<file path="src/rtl/sa_pkg.sv">
// Shared definitions for the systolic-array result drain: default word
// width and the drain-FSM state encoding.
package sa_pkg;

    localparam int unsigned DATA_WIDTH_DEF = 32;

    typedef enum logic [1:0] {
        IDLE  = 2'd0,
        SHIFT = 2'd1,
        DONE  = 2'd2
    } drain_state_e;

endpackage

</file>
<file path="src/rtl/sa_drain_fifo.sv">
// Output FIFO for drained words: stores {last, data}, wrap-bit pointers,
// head presented combinationally (zeroed while empty), no write-to-read bypass.
module sa_drain_fifo #(
    parameter int unsigned DATA_WIDTH = 32,
    parameter int unsigned DEPTH      = 16
) (
    input  logic                  clk,
    input  logic                  rst_n,
    input  logic                  push,
    input  logic [DATA_WIDTH-1:0] push_data,
    input  logic                  push_last,
    input  logic                  pop,
    output logic [DATA_WIDTH-1:0] head_data,
    output logic                  head_last,
    output logic                  full,
    output logic                  empty
);

    localparam int unsigned AW = (DEPTH > 1) ? $clog2(DEPTH) : 1;
    localparam int unsigned PW = AW + 1;

    logic [DATA_WIDTH:0] mem [DEPTH];
    logic [PW-1:0]       wr_ptr;
    logic [PW-1:0]       rd_ptr;
    logic [DATA_WIDTH:0] head_entry;
    logic                do_push;
    logic                do_pop;

    // Occupancy flags and head word decode
    always_comb begin
        empty      = (wr_ptr == rd_ptr);
        full       = (wr_ptr[AW] != rd_ptr[AW]) && (wr_ptr[AW-1:0] == rd_ptr[AW-1:0]);
        do_push    = push && !full;
        do_pop     = pop && !empty;
        head_entry = mem[rd_ptr[AW-1:0]];
        head_data  = empty ? '0 : head_entry[DATA_WIDTH-1:0];
        head_last  = empty ? 1'b0 : head_entry[DATA_WIDTH];
    end

    // Pointer update; the extra wrap bit separates full from empty
    always_ff @(posedge clk or negedge rst_n) begin
        if (!rst_n) begin
            wr_ptr <= '0;
            rd_ptr <= '0;
        end else begin
            if (do_push) wr_ptr <= wr_ptr + PW'(1);
            if (do_pop)  rd_ptr <= rd_ptr + PW'(1);
        end
    end

    // Storage write
    always_ff @(posedge clk) begin
        if (do_push) mem[wr_ptr[AW-1:0]] <= {push_last, push_data};
    end

endmodule

</file>
<file path="src/rtl/sa_result_drain.sv">
// Drains CHAIN_LEN words out of the array's move-buffer chain into an
// output FIFO with a valid/ready interface. Optional stall statistics are
// enabled by defining SA_RESULT_DRAIN_STATS_EN.
module sa_result_drain
    import sa_pkg::*;
#(
    parameter int unsigned DATA_WIDTH = DATA_WIDTH_DEF,
    parameter int unsigned CHAIN_LEN  = 8,
    parameter int unsigned FIFO_DEPTH = 16
) (
    input  logic                  clk,
    input  logic                  rst_n,
    input  logic                  start,
    input  logic [DATA_WIDTH-1:0] chain_in,
    output logic                  shift_en,
    output logic [DATA_WIDTH-1:0] out_data,
    output logic                  out_valid,
    input  logic                  out_ready,
    output logic                  out_last,
    output logic                  busy,
    output logic                  done
`ifdef SA_RESULT_DRAIN_STATS_EN
    ,
    output logic [15:0]           stall_cnt
`endif
);

    localparam int unsigned CNT_W = (CHAIN_LEN > 1) ? $clog2(CHAIN_LEN) : 1;
    localparam logic [CNT_W-1:0] LAST_IDX = CNT_W'(CHAIN_LEN - 1);

    drain_state_e     state;
    drain_state_e     state_next;
    logic [CNT_W-1:0] word_cnt;
    logic             is_last;
    logic             fifo_full;
    logic             fifo_empty;

    assign is_last = (word_cnt == LAST_IDX);

    // State register
    always_ff @(posedge clk or negedge rst_n) begin
        if (!rst_n) state <= IDLE;
        else        state <= state_next;
    end

    // Next-state logic
    always_comb begin
        state_next = state;
        case (state)
            IDLE:    if (start) state_next = SHIFT;
            SHIFT:   if (shift_en && is_last) state_next = DONE;
            DONE:    state_next = IDLE;
            default: state_next = IDLE;
        endcase
    end

    // Output decode; shift_en follows FIFO space so a full FIFO stalls the chain
    always_comb begin
        shift_en = 1'b0;
        busy     = 1'b0;
        done     = 1'b0;
        case (state)
            SHIFT: begin
                shift_en = !fifo_full;
                busy     = 1'b1;
            end
            DONE: begin
                busy = 1'b1;
                done = 1'b1;
            end
            default: ;
        endcase
    end

    // Word counter: cleared on accepted start, wraps to 0 after the last word
    always_ff @(posedge clk or negedge rst_n) begin
        if (!rst_n) begin
            word_cnt <= '0;
        end else if (state == IDLE && start) begin
            word_cnt <= '0;
        end else if (shift_en) begin
            word_cnt <= is_last ? '0 : word_cnt + CNT_W'(1);
        end
    end

`ifdef SA_RESULT_DRAIN_STATS_EN
    // Saturating count of SHIFT cycles blocked by a full FIFO
    always_ff @(posedge clk or negedge rst_n) begin
        if (!rst_n) begin
            stall_cnt <= '0;
        end else if (state == IDLE && start) begin
            stall_cnt <= '0;
        end else if (state == SHIFT && fifo_full && stall_cnt != 16'hFFFF) begin
            stall_cnt <= stall_cnt + 16'd1;
        end
    end
`endif

    assign out_valid = !fifo_empty;

    sa_drain_fifo #(
        .DATA_WIDTH (DATA_WIDTH),
        .DEPTH      (FIFO_DEPTH)
    ) u_fifo (
        .clk       (clk),
        .rst_n     (rst_n),
        .push      (shift_en),
        .push_data (chain_in),
        .push_last (is_last),
        .pop       (out_valid && out_ready),
        .head_data (out_data),
        .head_last (out_last),
        .full      (fifo_full),
        .empty     (fifo_empty)
    );

endmodule

</file>
<file path="config.mk">
export PLATFORM = sky130hd
export DESIGN_NAME = sa_result_drain
export DESIGN_NICKNAME = d
export VERILOG_FILES = /design/src/rtl/sa_pkg.sv /design/src/rtl/sa_drain_fifo.sv /design/src/rtl/sa_result_drain.sv
export SDC_FILE = /design/constraint.sdc
export NUM_CORES = 1
export LEC_CHECK = 0
export BUFFER_PORTS_ARGS = -buffer_cell sky130_fd_sc_hd__buf_4
export CAP_MARGIN = 25
export CELL_PAD_IN_SITES_DETAIL_PLACEMENT = 1
export CELL_PAD_IN_SITES_GLOBAL_PLACEMENT = 1
export CORE_AREA = 2 2 247 200
export CTS_CLUSTER_DIAMETER = 100
export DETAILED_ROUTE_END_ITERATION = 6
export DIE_AREA = 0 0 249 202
export PLACE_DENSITY = 0.75
export REMOVE_ABC_BUFFERS = 1
export SYNTH_ARGS = -nofsm -noshare
export SYNTH_HDL_FRONTEND = slang
export SYNTH_SLANG_ARGS = --single-unit
</file>
<file path="constraint.sdc">
create_clock -name clk -period 5 [get_ports clk]
set_input_delay 0.5 -clock clk [delete_from_list [all_inputs] [get_ports clk]]
set_output_delay 0.5 -clock clk [all_outputs]
set_load 0.005 [all_outputs]
</file>
==> flow_summary.json, run 1 <==
{
  "wire_per_inst_um": 27.78,
  "hold_viol_final": 0,
  "outcome": "complete, no violations",
  "cts_tree": "built",
  "cp_data_required_time_ns": 4.50,
  "peakVddDrop_mv": 0.2629,
  "yosysUniqueCellTypes": 37,
  "syn-cell-area_sq_um": 21290,
  "cts_sinks": 543,
  "finalClockSkew_ns": 0.02009,
  "htreeDepth": 2,
  "synth.avg_cell_area_sq_um": 22.27,
  "pwr_density_cell_nw_per_um2": 573.6,
  "synthTopCellsByArea": "edfxtp_1 74%, mux4_2 14%, a211oi_1 2.3%, dfrtp_1 1.8%, mux2i_1 1.7%",
  "max_slew.worst_pin.slew_ns": 1.019,
  "maxCapViolCount": 0,
  "synth_seq_cells": 543,
  "cp_max_fo": 36,
  "grtUsageTotal_pct": 19.52,
  "postSynth.asyncResetShare_pct": 2.762,
  "synth_top_area_cell": "edfxtp_1",
  "clockBufferDepth": 3,
  "post_cts_resized": 0,
  "grt_pass1_vias": 11147,
  "netlist_instances": 956,
  "fp.dieW_um": 249,
  "first_pass_iters": 7,
  "area_delta_synth_final_pct": 14.62,
  "slew-limit-headroom_pct": 32.07,
  "gp_congestion": 0.7224,
  "wirelength_mm": 48.12,
  "yosysTopAreaCellShare_pct": 74.46,
  "hold_buffers": 1,
  "period_share_pct": 79.02,
  "drc": 0,
  "routed_via_density": 5.856,
  "final_nets": 1106,
  "vias": 10142,
  "n_antenna_cell": 0,
  "finalMaxSlewViolations": 0,
  "postLayoutCoreUtil_pct": 51.02,
  "synth_edf_count": 528,
  "worstSetupStartpointType": "flop",
  "grt_pass1_wl_mm": 73.06,
  "core_sq_um": 47840,
  "yosysMostFrequentCell": "edfxtp_1",
  "setup_viol": 0,
  "die_y_um": 202,
  "critical_path_class": "reg -> out",
  "ys.flop_type": "edfxtp_1",
  "hold_path_class": "in -> reg",
  "layout-drive-gt1-share_pct": 30.46,
  "ios": 73,
  "fin_crit_ns": 3.951,
  "rows": 72,
  "crit_arrival_ns": 3.45,
  "dieArea_sq_um": 50300,
  "start_util_pct": 44.51,
  "portBuffers": 72,
  "clock.fmax_ghz": 0.2531,
  "cp-end-kind": "output pin",
  "tritoncts.num_buffers": 53,
  "drtIter0Drc": 930,
  "fin_ws_ns": 1.049,
  "rsz0062_at_grt": "no",
  "antenna_found_initial": 4,
  "ys_warn_count": 0,
  "ys_seq_area_share_pct": 76.23,
  "hpwlAfterDp_mm": 27.36,
  "timing.hold.ws_ns": 0.2267,
  "p_leak_nw": 7.837,
  "cts_setup_buffers": 0,
  "synth_common_cells": "528 x edfxtp_1, 132 x mux4_2, 66 x a211oi_1, 36 x mux2i_1, 36 x nor2b_1",
  "clkTransAtPathRegs_ns": 0.06,
  "root_buffer": "clkbuf_16",
  "ant_nets": 0,
  "clkLatencyLatePin_ns": 0.58,
  "grt_start_max_net_pins": 70,
  "total_power_mw": 14.00,
  "overflow": 0,
  "dp_slack_ns": 1.571
}
-- flip-flops by register name (all words and copies together) (netlist names) --
name / cells
u_fifo.mem: 528
u_fifo.rd_ptr: 5
word_cnt: 3
u_fifo.wr_ptr: 5
state: 2
-- critical path, stage by stage, from the launching register on --
cell      delay [ns]
dfrtp_4         0.79
buf_4           0.57
mux4_2          0.31
nor2b_1         0.14
a211oi_1        0.09
a211oi_1        0.67
buf_4           0.23
-- area by class of cell --
class	count	area, sq um
Multi-Input combinational cell	350	4718
Timing Repair Buffer	104	845.8
Clock buffer	73	1474
Sequential cell	543	16250
Fill cell	4174	23430
Clock inverter	27	312.8
Tap cell	629	787.0
Inverter	6	22.52
-- where the power goes --
| group | total [mW] | internal, mW | switching (mW) |
|---|---|---|---|
| Sequential | 5.77 | 5.42 | 0.353 |
| Clock | 4.12 | 2.42 | 1.69 |
| Combinational | 4.11 | 2.03 | 2.08 |
| Total | 14.0 | 9.87 | 4.13 |
-- placed cells by master, fill, tap and decap left out, types with 2 or more instances in the layout --
master	instances
nand2_1	6
bufinv_16	7
clkbuf_1	15
mux2_2	2
and3_2	13
nand4_1	4
nand3_1	2
mux4_2	132
dfrtp_4	4
xnor2_1	11
ha_1	12
a211oi_1	66
o211ai_1	3
mux2i_1	36
clkinv_1	9
clkinv_2	6
nor2_1	4
inv_1	5
o2111ai_1	3
clkbuf_16	55
nor2b_1	35
buf_4	98
edfxtp_1	528
clkinvlp_4	4
a21oi_1	2
a221oi_1	2
dfrtp_1	11
xor2_1	3
nor3b_1	2
clkbuf_8	3
buf_12	5
-- final timing paths --
check	startpoint	endpoint	slack [ns]	depth (start not counted)
max in group asynchronous	rst_n	u_fifo.rd_ptr[3]$_DFFE_PN0P_	4.47	2
worst max-delay path	u_fifo.rd_ptr[1]$_DFFE_PN0P_	out_data[8]	1.05	6
min in group asynchronous	rst_n	word_cnt[1]$_DFFE_PN0P_	0.32	2
worst min register to register	u_fifo.wr_ptr[4]$_DFFE_PN0P_	u_fifo.wr_ptr[4]$_DFFE_PN0P_	0.53	1
worst min-delay path	chain_in[12]	u_fifo.mem[2][12]$_DFFE_PP_	0.23	1
worst max register to register	u_fifo.rd_ptr[3]$_DFFE_PN0P_	u_fifo.mem[9][27]$_DFFE_PP_	1.58	5
-- cell families after synthesis --
kind of cell	after synthesis	synth area share, %
compound gates	78	2.797
xor+xnor	14	0.5759
mux	170	15.76
simple gates	76	2.162
buf+inv	63	1.775
flops	543	76.23
fa+ha+maj	12	0.7051
-- per-layer routing --
metal	part of all wire [%]	global-route usage [%]	up-vias
met3	5.9	3.812	83
met1	43	27.14	5461
met2	49	31.80	346
met5	0.096	0	-
li1	-	-	4246
met4	2.3	5.433	6
-- per-stage QoR --
| stage | TNS (ns) | instances | area, sq um |
|---|---|---|---|
| after floorplan | -1470.46 | 899 | 20940 |
| after global placement | 0 | 1627 | 22530 |
| after detailed placement | 0 | 1628 | 22550 |
| after CTS | 0 | 1729 | 24350 |
| after global routing | 0 | 1732 | 24410 |
| final | 0 | 1732 | 24410 |
Note: power is estimated with default switching activity, not from simulation.
==> inputs of run 2 (changes only) <==
--- a/config.mk
+++ b/config.mk
@@ -5,15 +5,16 @@
 export SDC_FILE = /design/constraint.sdc
 export NUM_CORES = 1
 export LEC_CHECK = 0
+export ABC_AREA = 1
 export BUFFER_PORTS_ARGS = -buffer_cell sky130_fd_sc_hd__buf_4
 export CAP_MARGIN = 25
 export CELL_PAD_IN_SITES_DETAIL_PLACEMENT = 1
 export CELL_PAD_IN_SITES_GLOBAL_PLACEMENT = 1
-export CORE_AREA = 2 2 247 200
+export CORE_AREA = 2 2 251 204
 export CTS_CLUSTER_DIAMETER = 100
 export DETAILED_ROUTE_END_ITERATION = 6
-export DIE_AREA = 0 0 249 202
-export PLACE_DENSITY = 0.75
+export DIE_AREA = 0 0 253 206
+export PLACE_DENSITY = 0.8
 export REMOVE_ABC_BUFFERS = 1
 export SYNTH_ARGS = -nofsm -noshare
 export SYNTH_HDL_FRONTEND = slang
==> constraint.sdc (replaced) <==
create_clock -name clk -period 3.94 [get_ports clk]
set_input_delay 0.394 -clock clk [delete_from_list [all_inputs] [get_ports clk]]
set_output_delay 0.394 -clock clk [all_outputs]
set_load 0.005 [all_outputs]
==> flow_summary.json, run 2 <==
{
  "die_y_um": 206,
  "yosysMostFrequentCell": "edfxtp_1",
  "mostFrequentLayoutCell": "edfxtp_1",
  "multi_input_area_sq_um": 5293,
  "place_area_sq_um": 23510,
  "place_inst": 2518,
  "p_leak_nw": 8.787,
  "fin_cells": 2611,
  "hold_path_class": "in -> reg",
  "cts_setup_buffers": 0,
  "ys_warn_count": 0,
  "fin_crit_ns": 3.762,
  "fillers": 5122,
  "htreeDepth": 2,
  "clkTransAtPathRegs_ns": 0.07,
  "final_cell_mix": "528 x edfxtp_1, 496 x nor2_1, 263 x o21ai_0, 214 x nand2_1, 101 x buf_4",
  "tritoncts.num_buffers": 53,
  "start_util_pct": 44.26,
  "synth_common_cells": "528 x edfxtp_1, 513 x nor2_1, 263 x o21ai_0, 214 x nand2_1, 82 x nand3_1",
  "period_share_pct": 95.47,
  "finalClockSkew_ns": 0.02246,
  "cts_tree": "built",
  "fin_tns_setup_ns": 0,
  "ys_seq_area_share_pct": 73.34,
  "first_pass_iters": 5,
  "gp_congestion": 0.8016,
  "synth_top_area_cell": "edfxtp_1",
  "clockBufferDepth": 3,
  "antenna_found_initial": 0,
  "rows": 74,
  "synth_seq_cells": 543,
  "drc": 0,
  "wire_per_inst_um": 24.33,
  "wirelength_mm": 63.52,
  "grt_pass1_vias": 16019,
  "outcome": "complete, no violations",
  "routed_via_density": 5.733,
  "cp_max_fo": 121,
  "overflow": 0,
  "maxCapViolCount": 0,
  "netlist_instances": 1868,
  "worstSetupStartpointType": "flop",
  "hold_viol_final": 0,
  "final_nets": 1976,
  "hpwlAfterDp_mm": 35.61,
  "synth_edf_count": 528,
  "setup_viol": 0,
  "timing.hold.ws_ns": 0.08307,
  "clkLatencyLatePin_ns": 0.62,
  "dieArea_sq_um": 52120,
  "drtIter0Drc": 1402,
  "peakVddDrop_mv": 0.3644,
  "grtUsageTotal_pct": 24.46,
  "pwr_density_cell_nw_per_um2": 747.0,
  "grt_start_max_net_pins": 122,
  "ys.flop_type": "edfxtp_1",
  "yosysUniqueCellTypes": 27,
  "synth.avg_cell_area_sq_um": 11.85,
  "cts_sinks": 543,
  "slew-limit-headroom_pct": 33.05,
  "ant_nets": 0,
  "core_sq_um": 50000,
  "layout-drive-gt1-share_pct": 11.35,
  "seq_area_sq_um": 16240,
  "portBuffers": 72,
  "finalMaxSlewViolations": 0,
  "syn-cell-area_sq_um": 22130,
  "root_buffer": "clkbuf_16",
  "ff2ff_setup_slack_ns": 0.71,
  "grt_pass1_wl_mm": 95.74,
  "n_antenna_cell": 0,
  "postSynth.asyncResetShare_pct": 2.762,
  "area_delta_synth_final_pct": 14.24,
  "fp.dieW_um": 253,
  "vias": 14970,
  "cp-end-kind": "output pin",
  "yosysTopAreaCellShare_pct": 71.65,
  "rsz0062_at_grt": "no",
  "clock.fmax_ghz": 0.2658,
  "synthTopCellsByArea": "edfxtp_1 72%, nor2_1 8.7%, o21ai_0 5.9%, nand2_1 3.6%, nand3_1 1.9%",
  "crit_arrival_ns": 3.37,
  "largest_register_ffs": 528,
  "cp_data_required_time_ns": 3.55,
  "final_area_sq_um": 25280,
  "max_slew.worst_pin.slew_ns": 1.002,
  "ios": 73,
  "critical_path_class": "reg -> out"
}
-- run 2: cell count changes after synthesis, sizes merged, moves of 36 or more --
cell,change
a211oi,-66
clkbuf,+37
inv,+42
mux2i,-36
mux4,-132
nand2,+211
nand3,+81
nor2,+510
nor2b,-36
o21ai,+267
-- run 2: power by group --
group / internal, mW / switching, mW / total [mW]
clock: 3.04 / 2.22 / 5.26
sequential: 6.81 / 0.330 / 7.14
combinational: 2.09 / 4.39 / 6.48
total: 11.9 / 6.94 / 18.9
-- run 2: routing by layer --
metal | share of wire (%) | global-route usage (%) | wire (um) | up-vias
met1 | 42 | 31.90 | 26480 | 7694
met3 | 5.9 | 3.766 | 3735 | 132
li1 | - | - | - | 6621
met2 | 49 | 41.78 | 31290 | 523
met5 | 0 | 0 | 0 | -
met4 | 3.2 | 8.770 | 2007 | 0
-- run 2: kinds of logic after synthesis --
group,count (synthesis),synth area share [%]
adder cells (fa/ha/maj),12,0.6784
XOR/XNOR,6,0.2375
buffers and inverters,157,3.319
flip-flops,543,73.34
AO/OA/AOI/OAI,335,7.983
AND/OR/NAND/NOR,815,14.44
-- run 2: worst max-delay path, cell delays in order (launching register included) --
cell and delay, ns:
dfrtp_4 0.74, inv_6 0.35, buf_12 0.41, o21ai_0 0.24
nand2_1 0.10, nand2_1 0.05, nand2_1 0.10, inv_1 0.04
a21oi_1 0.38, buf_4 0.20
-- run 2: worst paths after layout --
check,startpoint,to,depth (start not counted)
setup reg to reg,u_fifo.rd_ptr[0]$_DFFE_PN0P_,u_fifo.mem[2][30]$_DFFE_PP_,10
min in group asynchronous,rst_n,word_cnt[0]$_DFFE_PN0P_,2
hold reg to reg,state[1]$_DFFE_PN0P_,state[1]$_DFFE_PN0P_,2
setup / recovery,u_fifo.rd_ptr[0]$_DFFE_PN0P_,out_data[3],9
max in group asynchronous,rst_n,u_fifo.rd_ptr[0]$_DFFE_PN0P_,2
hold / removal,out_ready,u_fifo.rd_ptr[1]$_DFFE_PN0P_,3
-- run 2: layout make-up --
type                            count  share of cell area [%]
Inverter                           49                  0.7523
Sequential cell                   543                   64.23
Multi-Input combinational cell   1168                   20.93
Timing Repair Buffer              113                   3.910
Clock buffer                       57                   5.305
Clock inverter                     35                   1.668
Tap cell                          646                   3.197
-- run 2: metrics by stage --
step,power [mW],worst slack (ns),util (%)
finish,18.89,0.1785,50.57
CTS,18.99,0.2175,50.57
global route,19.88,0.02823,50.57
floorplan,10.83,-4.127,-
detailed placement,13.69,0.7530,47.02
global placement,13.31,0.9378,47.02
-- run 2: repair_timing --
item	4_1_cts	5_1_grt
hold endpoints to repair	15	0
gates resized for setup	0	0
hold buffers	1	0
